==> config.mk <==
export PLATFORM = sky130hd
export DESIGN_NAME = bcd_to_bin_seq_flat
export DESIGN_NICKNAME = d
export VERILOG_FILES = /design/src/rtl/bcd_to_bin_seq_if.sv /design/src/rtl/bcd_to_bin_seq.sv /design/src/flat_wrapper.sv
export SDC_FILE = /design/constraint.sdc
export NUM_CORES = 1
export LEC_CHECK = 0
export BUFFER_PORTS_ARGS = -buffer_cell sky130_fd_sc_hd__buf_2
export CAP_MARGIN = 0
export CORE_MARGIN = 2
export CORE_UTILIZATION = 40
export DETAILED_ROUTE_END_ITERATION = 16
export PLACE_DENSITY = 0.71
export SYNTH_ARGS = -nofsm -noshare
export SYNTH_HDL_FRONTEND = slang
export SYNTH_SLANG_ARGS = --single-unit
==> constraint.sdc <==
create_clock -name clk -period 1.73 [get_ports clk]
set_input_delay 0.519 -clock clk [delete_from_list [all_inputs] [get_ports clk]]
set_output_delay 0.519 -clock clk [all_outputs]
set_load 0.1 [all_outputs]
==> src/rtl/bcd_to_bin_seq_if.sv <==
// ---------------------------------------------------------------------------
// bcd_to_bin_seq_if
//   Bundles the BCD-to-binary converter's handshake and data signals.
//
//   Parameters
//     NDIGITS    number of packed BCD digits on bcd_in
//     OUT_W      binary result width
//
//   Signals
//     in_valid   producer -> converter   bcd_in is valid
//     in_ready   converter -> producer   converter can accept a new value
//     bcd_in     producer -> converter   packed BCD, digit 0 in [3:0]
//     out_valid  converter -> consumer   result valid, held until out_ready
//     out_ready  consumer -> converter   consumer takes the result
//     bin_out    converter -> consumer   binary result
//     ovf        converter -> consumer   value did not fit, bin_out saturated
//     err        converter -> consumer   an input digit was > 9, bin_out = 0
//     busy       converter -> any        conversion in flight or result pending
//
//   Modports
//     master     producer/consumer side (testbench or upstream logic)
//     slave      converter side
// ---------------------------------------------------------------------------
interface bcd_to_bin_seq_if #(
    parameter int NDIGITS = 4,
    parameter int OUT_W   = 11
);
    logic                   in_valid;
    logic                   in_ready;
    logic [4*NDIGITS-1:0]   bcd_in;
    logic                   out_valid;
    logic                   out_ready;
    logic [OUT_W-1:0]       bin_out;
    logic                   ovf;
    logic                   err;
    logic                   busy;

    modport master (
        output in_valid, bcd_in, out_ready,
        input  in_ready, out_valid, bin_out, ovf, err, busy
    );

    modport slave (
        input  in_valid, bcd_in, out_ready,
        output in_ready, out_valid, bin_out, ovf, err, busy
    );
endinterface

==> src/rtl/bcd_to_bin_seq.sv <==
// ---------------------------------------------------------------------------
// bcd_to_bin_seq
//   Sequential packed-BCD to binary converter (reverse double-dabble, one
//   shift per clock). Inverse of the binary-to-BCD display path; used on
//   keypad/entry values that arrive as BCD.
//
//   Ports
//     clk     rising-edge clock
//     rst_n   asynchronous active-low reset
//     bus     bcd_to_bin_seq_if.slave: in_valid/in_ready/bcd_in on the input
//             side, out_valid/out_ready/bin_out/ovf/err on the output side,
//             plus busy.
//
//   Flow: IDLE -> CONVERT (CONV_W shifts) -> DONE -> IDLE. An input with a
//   digit > 9 skips CONVERT and reports err straight away.
// ---------------------------------------------------------------------------
module bcd_to_bin_seq #(
    parameter int NDIGITS = 4,
    parameter int OUT_W   = 11
) (
    input  logic              clk,
    input  logic              rst_n,
    bcd_to_bin_seq_if.slave   bus
);

    // Bits needed to hold the largest NDIGITS-digit decimal value.
    function automatic int conv_width(input int nd);
        longint unsigned v;
        int              w;
        v = 1;
        for (int i = 0; i < nd; i++) begin
            v = v * 10;
        end
        w = 0;
        for (int b = 0; b < 63; b++) begin
            if ((64'd1 << b) < v) begin
                w = b + 1;
            end
        end
        return w;
    endfunction

    localparam int BCD_W  = 4 * NDIGITS;
    localparam int CONV_W = conv_width(NDIGITS);
    localparam int CNT_W  = $clog2(CONV_W + 1);
    localparam logic [CNT_W-1:0] LAST_CNT = CNT_W'(CONV_W - 1);

    typedef enum logic [1:0] {
        ST_IDLE    = 2'd0,
        ST_CONVERT = 2'd1,
        ST_DONE    = 2'd2
    } state_t;

    state_t              state_q,   state_d;
    logic [BCD_W-1:0]    bcd_q,     bcd_d;
    logic [CONV_W-1:0]   bin_q,     bin_d;
    logic [CNT_W-1:0]    count_q,   count_d;
    logic [OUT_W-1:0]    bin_out_q, bin_out_d;
    logic                ovf_q,     ovf_d;
    logic                err_q,     err_d;
    // Holds in_ready low until the first edge after reset is released.
    logic                armed_q;

    // ------------------------------------------------------------------
    // Input digit validity
    // ------------------------------------------------------------------
    logic [NDIGITS-1:0]  digit_bad;
    logic                any_bad;

    generate
        for (genvar gi = 0; gi < NDIGITS; gi++) begin : g_digit_chk
            assign digit_bad[gi] = (bus.bcd_in[4*gi +: 4] > 4'd9);
        end
    endgenerate

    assign any_bad = |digit_bad;

    // ------------------------------------------------------------------
    // One reverse double-dabble iteration: shift right, then pull every
    // nibble that landed at >= 8 back by 3 (undoes the x2 of a BCD digit
    // that received a carry-in from the digit above).
    // ------------------------------------------------------------------
    logic [BCD_W+CONV_W-1:0] shift_w;
    logic [BCD_W-1:0]        bcd_adj;
    logic [CONV_W-1:0]       bin_step;

    assign shift_w  = {bcd_q, bin_q} >> 1;
    assign bin_step = shift_w[CONV_W-1:0];

    generate
        for (genvar gi = 0; gi < NDIGITS; gi++) begin : g_nib_adj
            logic [3:0] nib;
            assign nib                = shift_w[CONV_W + 4*gi +: 4];
            assign bcd_adj[4*gi +: 4] = nib[3] ? (nib - 4'd3) : nib;
        end
    endgenerate

    // ------------------------------------------------------------------
    // Result mapping onto OUT_W with saturation
    // ------------------------------------------------------------------
    logic                ovf_calc;
    logic [OUT_W-1:0]    sat_val;

    generate
        if (CONV_W > OUT_W) begin : g_sat
            assign ovf_calc = |bin_step[CONV_W-1:OUT_W];
            assign sat_val  = ovf_calc ? {OUT_W{1'b1}} : bin_step[OUT_W-1:0];
        end else begin : g_zext
            assign ovf_calc = 1'b0;
            assign sat_val  = OUT_W'(bin_step);
        end
    endgenerate

    // ------------------------------------------------------------------
    // Next-state logic
    // ------------------------------------------------------------------
    always_comb begin
        state_d   = state_q;
        bcd_d     = bcd_q;
        bin_d     = bin_q;
        count_d   = count_q;
        bin_out_d = bin_out_q;
        ovf_d     = ovf_q;
        err_d     = err_q;

        case (state_q)
            ST_IDLE: begin
                if (armed_q && bus.in_valid) begin
                    bcd_d   = bus.bcd_in;
                    bin_d   = '0;
                    count_d = '0;
                    if (any_bad) begin
                        bin_out_d = '0;
                        ovf_d     = 1'b0;
                        err_d     = 1'b1;
                        state_d   = ST_DONE;
                    end else begin
                        state_d   = ST_CONVERT;
                    end
                end
            end

            ST_CONVERT: begin
                bcd_d   = bcd_adj;
                bin_d   = bin_step;
                count_d = count_q + 1'b1;
                // Final shift: load outputs from this iteration's result so
                // out_valid rises CONV_W edges after the accept.
                if (count_q == LAST_CNT) begin
                    bin_out_d = sat_val;
                    ovf_d     = ovf_calc;
                    err_d     = 1'b0;
                    state_d   = ST_DONE;
                end
            end

            ST_DONE: begin
                if (bus.out_ready) begin
                    state_d = ST_IDLE;
                end
            end

            default: begin
                state_d = ST_IDLE;
            end
        endcase
    end

    // ------------------------------------------------------------------
    // State registers
    // ------------------------------------------------------------------
    always_ff @(posedge clk or negedge rst_n) begin
        if (!rst_n) begin
            state_q   <= ST_IDLE;
            bcd_q     <= '0;
            bin_q     <= '0;
            count_q   <= '0;
            bin_out_q <= '0;
            ovf_q     <= 1'b0;
            err_q     <= 1'b0;
            armed_q   <= 1'b0;
        end else begin
            state_q   <= state_d;
            bcd_q     <= bcd_d;
            bin_q     <= bin_d;
            count_q   <= count_d;
            bin_out_q <= bin_out_d;
            ovf_q     <= ovf_d;
            err_q     <= err_d;
            armed_q   <= 1'b1;
        end
    end

    // ------------------------------------------------------------------
    // Outputs
    // ------------------------------------------------------------------
    assign bus.in_ready  = (state_q == ST_IDLE) && armed_q;
    assign bus.out_valid = (state_q == ST_DONE);
    assign bus.busy      = (state_q == ST_CONVERT) || (state_q == ST_DONE);
    assign bus.bin_out   = bin_out_q;
    assign bus.ovf       = ovf_q;
    assign bus.err       = err_q;

endmodule

==> src/flat_wrapper.sv <==
// flat-port wrapper written by rule: the top's interface ports become plain ports
module bcd_to_bin_seq_flat 
#(
    parameter int NDIGITS = 4,
    parameter int OUT_W   = 11
)
  (clk, rst_n, bus_in_valid, bus_bcd_in, bus_out_ready, bus_in_ready, bus_out_valid, bus_bin_out, bus_ovf, bus_err, bus_busy);
  bcd_to_bin_seq_if #(.NDIGITS(NDIGITS), .OUT_W(OUT_W)) bus_i ();
  input  logic clk;
  input  logic rst_n;
  input wire logic [$bits(bus_i.in_valid)-1:0] bus_in_valid;
  input wire logic [$bits(bus_i.bcd_in)-1:0] bus_bcd_in;
  input wire logic [$bits(bus_i.out_ready)-1:0] bus_out_ready;
  output wire logic [$bits(bus_i.in_ready)-1:0] bus_in_ready;
  output wire logic [$bits(bus_i.out_valid)-1:0] bus_out_valid;
  output wire logic [$bits(bus_i.bin_out)-1:0] bus_bin_out;
  output wire logic [$bits(bus_i.ovf)-1:0] bus_ovf;
  output wire logic [$bits(bus_i.err)-1:0] bus_err;
  output wire logic [$bits(bus_i.busy)-1:0] bus_busy;
  assign bus_i.in_valid = bus_in_valid;
  assign bus_i.bcd_in = bus_bcd_in;
  assign bus_i.out_ready = bus_out_ready;
  assign bus_in_ready = bus_i.in_ready;
  assign bus_out_valid = bus_i.out_valid;
  assign bus_bin_out = bus_i.bin_out;
  assign bus_ovf = bus_i.ovf;
  assign bus_err = bus_i.err;
  assign bus_busy = bus_i.busy;
  bcd_to_bin_seq #(.NDIGITS(NDIGITS), .OUT_W(OUT_W)) u_core (.clk(clk), .rst_n(rst_n), .bus(bus_i));
endmodule
==> results of run 1 <==
==> cells in the mapped netlist (all sizes together) <==
cell / count
nor2: 1
clkbuf: 9
buf: 6
xnor2: 6
nand3: 4
nor2b: 4
inv: 19
mux2: 1
conb: 1
a21oi: 1
and4: 1
or3: 1
o21ai: 41
nand2b: 2
a211oi: 1
a22o: 15
mux2i: 22
dfrtp: 49
nand2: 32
a221oi: 5
or2: 1
ha: 8
nor3: 5
and2: 3
==> final cells by class <==
class / count / area, sq um
Tap cell: 75 / 93.84
Sequential cell: 49 / 1226
Clock buffer: 7 / 86.33
Inverter: 19 / 71.32
Multi-Input combinational cell: 155 / 1079
Timing Repair Buffer: 46 / 352.8
Fill cell: 564 / 3012
==> cell usage in the layout, fill, tap and decap left out, drive strengths merged <==
master   n
nor2b    4
a21oi    1
conb     1
nor2     1
o21ai   41
nand3    4
and2     3
buf     46
clkbuf   7
inv     19
nand2   32
dfrtp   49
mux2i   22
a22o    15
or3      1
and4     1
mux2     1
a211oi   1
nor3     5
or2      1
ha       8
nand2b   2
xnor2    6
a221oi   5
==> final timing paths <==
kind / end / slack (ns) / depth (start not counted)
max: u_core.bus.bin_out[10]$_DFFE_PN0P_ / -0.04 / 7
min: u_core.bus.bin_out[7]$_DFFE_PN0P_ / 0.13 / 1
max reg2reg: u_core.bus.bin_out[10]$_DFFE_PN0P_ / -0.04 / 7
min reg2reg: u_core.bcd_q[14]$_DFFE_PN0P_ / 0.49 / 2
max in group asynchronous: u_core.bin_q[8]$_DFFE_PN0P_ / 1.09 / 2
min in group clk: u_core.bcd_q[14]$_DFFE_PN0P_ / 0.49 / 2
==> through the flow <==
step	area [sq um]	std cells	power [mW]	TNS [ns]	hold slack [ns]
2_1_floorplan	2450	238	3.639	-0.8729	0.2234
3_5_place_dp	2788	341	4.244	-0.02230	0.4743
6_report	2909	351	4.972	-0.07897	0.1346
4_1_cts	2908	351	5.007	-0.07221	0.1439
3_3_place_gp	2788	341	4.173	0	0.4618
5_1_grt	2909	351	5.305	-1.027	0.1482
==> logic make-up (layout without fill, tap and decap cells) <==
kind of cell             Yosys count  count (layout)
buffers and inverters             34              72
adder cells (fa/ha/maj)            8               8
AND/OR/NAND/NOR                   54              54
other                              1               1
XOR/XNOR                           6               6
flip-flops                        49              49
AO/OA/AOI/OAI                     63              63
multiplexers                      23              23
==> registers in the layout, indices dropped and copies added, names as in the netlist <==
signal              cells
u_core.armed_q          1
u_core.state_q          2
u_core.count_q          4
u_core.bus.err          1
u_core.bus.bin_out     11
u_core.bcd_q           16
u_core.bus.ovf          1
u_core.bin_q           13
==> power by group <==
group          leakage [nW]  total, mW  internal (mW)  switching, mW
combinational         0.654       2.63          0.940           1.69
clock                0.0443      0.665          0.317          0.347
sequential            0.643       1.68           1.44          0.235
==> layer usage <==
layer | track usage | share of wire | vias to the layer above
met1 | 0.2096 | 0.45 | 874
met3 | 0.03696 | 0.029 | 11
met5 | 0 | 0 | -
met4 | 0.06833 | 0.025 | 0
li1 | - | - | 890
met2 | 0.2317 | 0.49 | 34
==> repair_timing <==
action | CTS | global route
hold buffers | 0 | 0
cloned | 0 | 0
pin swaps | 1 | 0
gates resized for setup | 3 | 1
setup buffers | 3 | 0
endpoints found under the setup margin | 5 | 33
==> out/summary.txt, run 1 <==
CTS H-tree lvls = 2
Synth Area in Compound Gates = 0.1679
Peak VDD IR = 1.126 mV
worst path cell trace = inv_2 > ha_1 > nand2b_4 > and2_4 > a221oi_4 > buf_12 > mux2i_1
outcome = finished, violations left
Mapped Avg Cell Area = 10.27 sq um
TritonRoute pass-1 iters = 4
Pins Over Slew Limit = 0
Adder-Cell Fraction of Synth Area = 0.04096
post-DP HPWL = 3266 um
Syn. warnings = 0
Cell Pwr Density = 1709 mW/mm^2
Worst path max stage delay = 0.39 ns
IO Pins = 36
layout cells sized above 1 = 0.2319
final hold violation count = 0
Num Clock Sinks = 49
largest family of logic cells by synthesized area = compound AO/OA/AOI/OAI gates
# diodes = 0
worst path bufs/invs = 2
CTS buffer count = 5
LEAKAGE = 1.341 nW
post-synth top area cell = dfrtp_1
Remaining DRCs = 0
total nets after synthesis = 266
share of the synthesized area in the top cell type = 0.5018
Root Driver = clkbuf_8
antenna violations before repair = 0
maximum root-to-sink buffer count = 2
failing checks = setup timing
CP top delay family = flip-flops
fin crit share = 1.025
multiplexer share of the synthesized area = 0.09473
Yosys cell types = 31
Initial Utilization = 0.4127
final setup fails = 2
Die Wd = 82.16 um
largest net degree at the start of global routing = 51
CP Max Fanout = 13
RSZ-0062 raised after global routing = true
mapped cell area = 0.002444 sq mm
first-pass GRT wire length = 7810 um
vias per inst = 5.154
clk_skew = 0.003332 ns
Arr. time, crit path = 1.98 ns
gr usage total = 0.1533
vias in the first global route = 1669
final wirelength = 4645 um
Req. time, crit path = 1.93 ns
Critical Path Start = u_core.state_q[1]$_DFFE_PN0P_
Hold/Removal Path Class = input pin to async pin
CTS clk-pin slew, worst paths = 0.08 ns
fin nets = 304
max-cap viol count = 0
gr ovfl total = 0
Die Area = 0.006750 sq mm
Routed Antenna Nets = 0
Buffers on Ports = 35
WL/cell = 13.23 um
pre-CTS WS = -0.01890 ns
r2r startpoint = u_core.state_q[1]$_DFFE_PN0P_
Seq/Total Area, Yosys = 0.5018
final setup margin = -0.04250 ns
Core ar. = 0.005921 sq mm
min Tclk post-route = 1.773 ns
simple-gate share of the synthesized area = 0.1070
Cells after Synth = 238
DRT iter0 DRCs = 147
synth top area cells = dfrtp_1, mux2i_1, o21ai_0
clk_lat worst skew = 0.30 ns
fmax = 564.2 MHz
crit start category = register
Die Height = 82.16 um
Post-Synth XOR/XNOR Area = 0.02151
CP Class = register to register
Util after Layout = 0.4913
gpl congestion = 0.7730
FP Rows = 28
area grow syn2layout = 19.05%
Crit. End Element = register
flop and latch count out of synthesis = 49
Critical Path Slowest Stage Cell = dfrtp_1
vias = 1809
CTS tree = done
No activity file was read; power rests on OpenSTA's default activity.
==> run 2, diff against run 1 <==
- ABC_AREA: default -> 1
- CORE_MARGIN: 2 -> default
==> run 2 against run 1 <==
The flow still finishes with violations (setup timing). Worst hold slack better by 0.012 ns. Synthesized area shrank 0.72%. Count of clock-buffer cells in the layout decreased by 1. Die area down 5.5%. Total power is 20% higher. Combinational power up 35%. Wire length is 22% higher. Via count increased by 19%.
==> out/summary.txt, run 2 <==
Routed Antenna Nets = 0 (unchanged)
Die Wd = 79.88 um (-2.8%)
crit start category = register
fin nets = 373 (+23%)
CP Max Fanout = 2 (-11)
relative slew slack = 0.6540
met3 Use GR = 0.02857 (-0.008385)
EDFF count, synth = 0 (unchanged)
gpl congestion = 0.8150 (+5.4%)
Num Clock Sinks = 49 (unchanged)
CTS H-tree lvls = 2 (unchanged)
Core ar. = 0.005886 sq mm (-0.59%)
largest net degree at the start of global routing = 41 (-20%)
worst r2r dst = u_core.bcd_q[1]$_DFFE_PN0P_
most numerous cell in the Yosys netlist = nand2_1
CTS tree = done
CP Class = register to output pin
IO Pins = 36 (unchanged)
register-to-register setup slack = 0.09 ns (+0.13 ns)
total nets after synthesis = 325 (+22%)
Slew @ Worst Pin = 0.5177 ns
Syn. warnings = 0 (unchanged)
clk_lat worst skew = 0.30 ns (about the same)
Mapped Avg Cell Area = 8.169 sq um (-20%)
commonest non-fill, non-tap cells in the layout = nand2_1, dfrtp_1, inv_1, buf_2, nor2_1
gr ovfl total = 0 (unchanged)
share of the synthesized area in the top cell type = 0.5054 (+0.003623)
fmax = 570.6 MHz (+1.1%)
GR Util met1 = 0.2561 (+0.04646)
failing checks = setup timing
Async S/R FF share, synth = 1.000 (unchanged)
min Tclk post-route = 1.753 ns (-0.01996 ns)
FP Rows = 28 (unchanged)
Placed Cells = 405 (+19%)
# diodes = 0 (unchanged)
Cell Pwr Density = 1952 mW/mm^2 (+14%)
r2r startpoint = u_core.state_q[0]$_DFFE_PN0P_
CTS clk-pin slew, worst paths = 0.09 ns (about the same)
vias in the first global route = 2040 (+22%)
final wirelength = 5678 um (+22%)
final setup fails = 2 (unchanged)
most common cell after layout, fill and taps aside = nand2_1
Pins Over Slew Limit = 0 (unchanged)
max-cap viol count = 0 (unchanged)
outcome = finished, violations left
Initial Utilization = 0.4122 (-0.0005196)
flop and latch count out of synthesis = 49 (unchanged)
clk_skew = 0.006950 ns (+0.003617 ns)
Critical Path Start = u_core.state_q[0]$_DFFE_PN0P_
Synth top cells by count = nand2_1, dfrtp_1, inv_1
Seq/Total Area, Yosys = 0.5054 (+0.003623)
WL/cell = 13.49 um (+1.9%)
Peak VDD IR = 2.130 mV (+89%)
global route hottest layer = met2
Biggest register = u_core.bcd_q
vias per inst = 5.105 (-0.96%)
vias = 2149 (+19%)
number of flip-flops in the largest register = 16 (unchanged)
gr usage total = 0.1898 (+0.03654)
Buffers on Ports = 35 (unchanged)
layout cells sized above 1 = 0.2197 (-0.01223)
Remaining DRCs = 0 (unchanged)
Req. time, crit path = 1.21 ns (-0.72 ns)
mapped cell area = 0.002426 sq mm (-0.72%)
final setup margin = -0.02254 ns (+0.01996 ns)
Crit. End Element = output pin
Root Driver = clkbuf_8
maximum root-to-sink buffer count = 2 (unchanged)
Die Area = 0.006381 sq mm (-5.5%)
R2R depth = 9 (+2)
final hold violation count = 0 (unchanged)
RSZ-0062 raised after global routing = true
top_reg_cell synth = dfrtp_1
setup tns final = -0.02366 ns (+0.05531 ns)
CTS buffer count = 5 (unchanged)
area grow syn2layout = 25.74%
synth top area cells = dfrtp_1, nand2_1, inv_1
pre-CTS WS = 0.02521 ns (+0.04411 ns)
Yosys cell types = 24 (-23%)
Die Height = 79.88 um (-2.8%)
LEAKAGE = 1.536 nW (+14%)
DRT iter0 DRCs = 185 (+26%)
Arr. time, crit path = 1.23 ns (-0.75 ns)
fin crit share = 1.013 (-0.01154)
Hold/Removal Path Class = input pin to async pin
global routing usage on met2 = 0.2940 (+0.06231)
Cells after Synth = 297 (+25%)
placed cell areas = 0.002804 sq mm (+0.58%)
post-DP HPWL = 3819 um (+17%)
Fill cells = 546 (-3.2%)
TritonRoute pass-1 iters = 4 (unchanged)
Worst Setup EP = bus_in_ready
PnR Total Power = 5.954 mW (+20%)
Cell Count, Final, Fillers Out = 421 (+20%)
post-synth top area cell = dfrtp_1
cts hold-fix bufs = 0 (unchanged)
first-pass GRT wire length = 9363 um (+20%)
fin area = 0.003050 sq mm (+4.9%)
antenna violations before repair = 0 (unchanged)
[run 2: layout make-up]
class	count	area [sq um]	area share
Clock buffer	6	82.58	0.02707
Clock inverter	2	13.76	0.004512
Inverter	38	151.4	0.04963
Multi-Input combinational cell	197	1027	0.3368
Sequential cell	49	1226	0.4020
Tap cell	75	93.84	0.03076
Timing Repair Buffer	54	455.4	0.1493
[run 2: per-layer routing]
layer / share of wire / wire length (um)
met5: 0 / 0
met4: 0.025 / 142
met3: 0.051 / 288
met2: 0.48 / 2724
met1: 0.44 / 2522
[run 2: where the power goes]
| part | total [mW] | internal, mW | switching (mW) |
|---|---|---|---|
| registers | 1.70 | 1.46 | 0.239 |
| clock network | 0.702 | 0.325 | 0.378 |
| logic | 3.56 | 1.28 | 2.28 |
| total | 5.95 | 3.06 | 2.90 |
[run 2: worst min path at each step]
stage	startpoint	cells past startpoint	endpoint
after floorplan	rst_n	0	u_core.armed_q$_DFF_PN0_
after global placement	u_core.bus.bin_out[6]$_DFFE_PN0P_	2	u_core.bus.bin_out[6]$_DFFE_PN0P_
after detailed placement	u_core.bus.bin_out[6]$_DFFE_PN0P_	2	u_core.bus.bin_out[6]$_DFFE_PN0P_
after CTS	rst_n	1	u_core.bin_q[3]$_DFFE_PN0P_
after global routing	rst_n	1	u_core.bin_q[2]$_DFFE_PN0P_
final	rst_n	1	u_core.bin_q[3]$_DFFE_PN0P_
[run 2: what timing repair did]
action / CTS / global route
pin swaps: 1 / 2
buffers inserted: 3 / 2
cloned: 0 / 3
setup endpoints to repair: 3 / 29
gates resized for setup: 5 / 8
[run 2: cell families after synthesis]
logic type	Yosys count	share of synthesized area
AO/OA/AOI/OAI	55	0.1372
XOR/XNOR	4	0.01444
adder cells (fa/ha/maj)	8	0.04126
buffers and inverters	51	0.08561
flip-flops	49	0.5054
other	1	0.001546
AND/OR/NAND/NOR	129	0.2145
[run 2: worst max-delay path, stage by stage (launching register included)]
cell	delay, ns
dfrtp_1	0.40
inv_2	0.09
ha_4	0.16
nand2_4	0.05
clkinvlp_4	0.07
buf_12	0.16
[run 2: metrics by stage]
step / hold WS (ns) / util
after floorplan: 0.2234 / -
after global placement: 0.4520 / 0.4764
after detailed placement: 0.4529 / 0.4764
after CTS: 0.1505 / 0.4996
after global routing: 0.1618 / 0.5183
final: 0.1464 / 0.5183
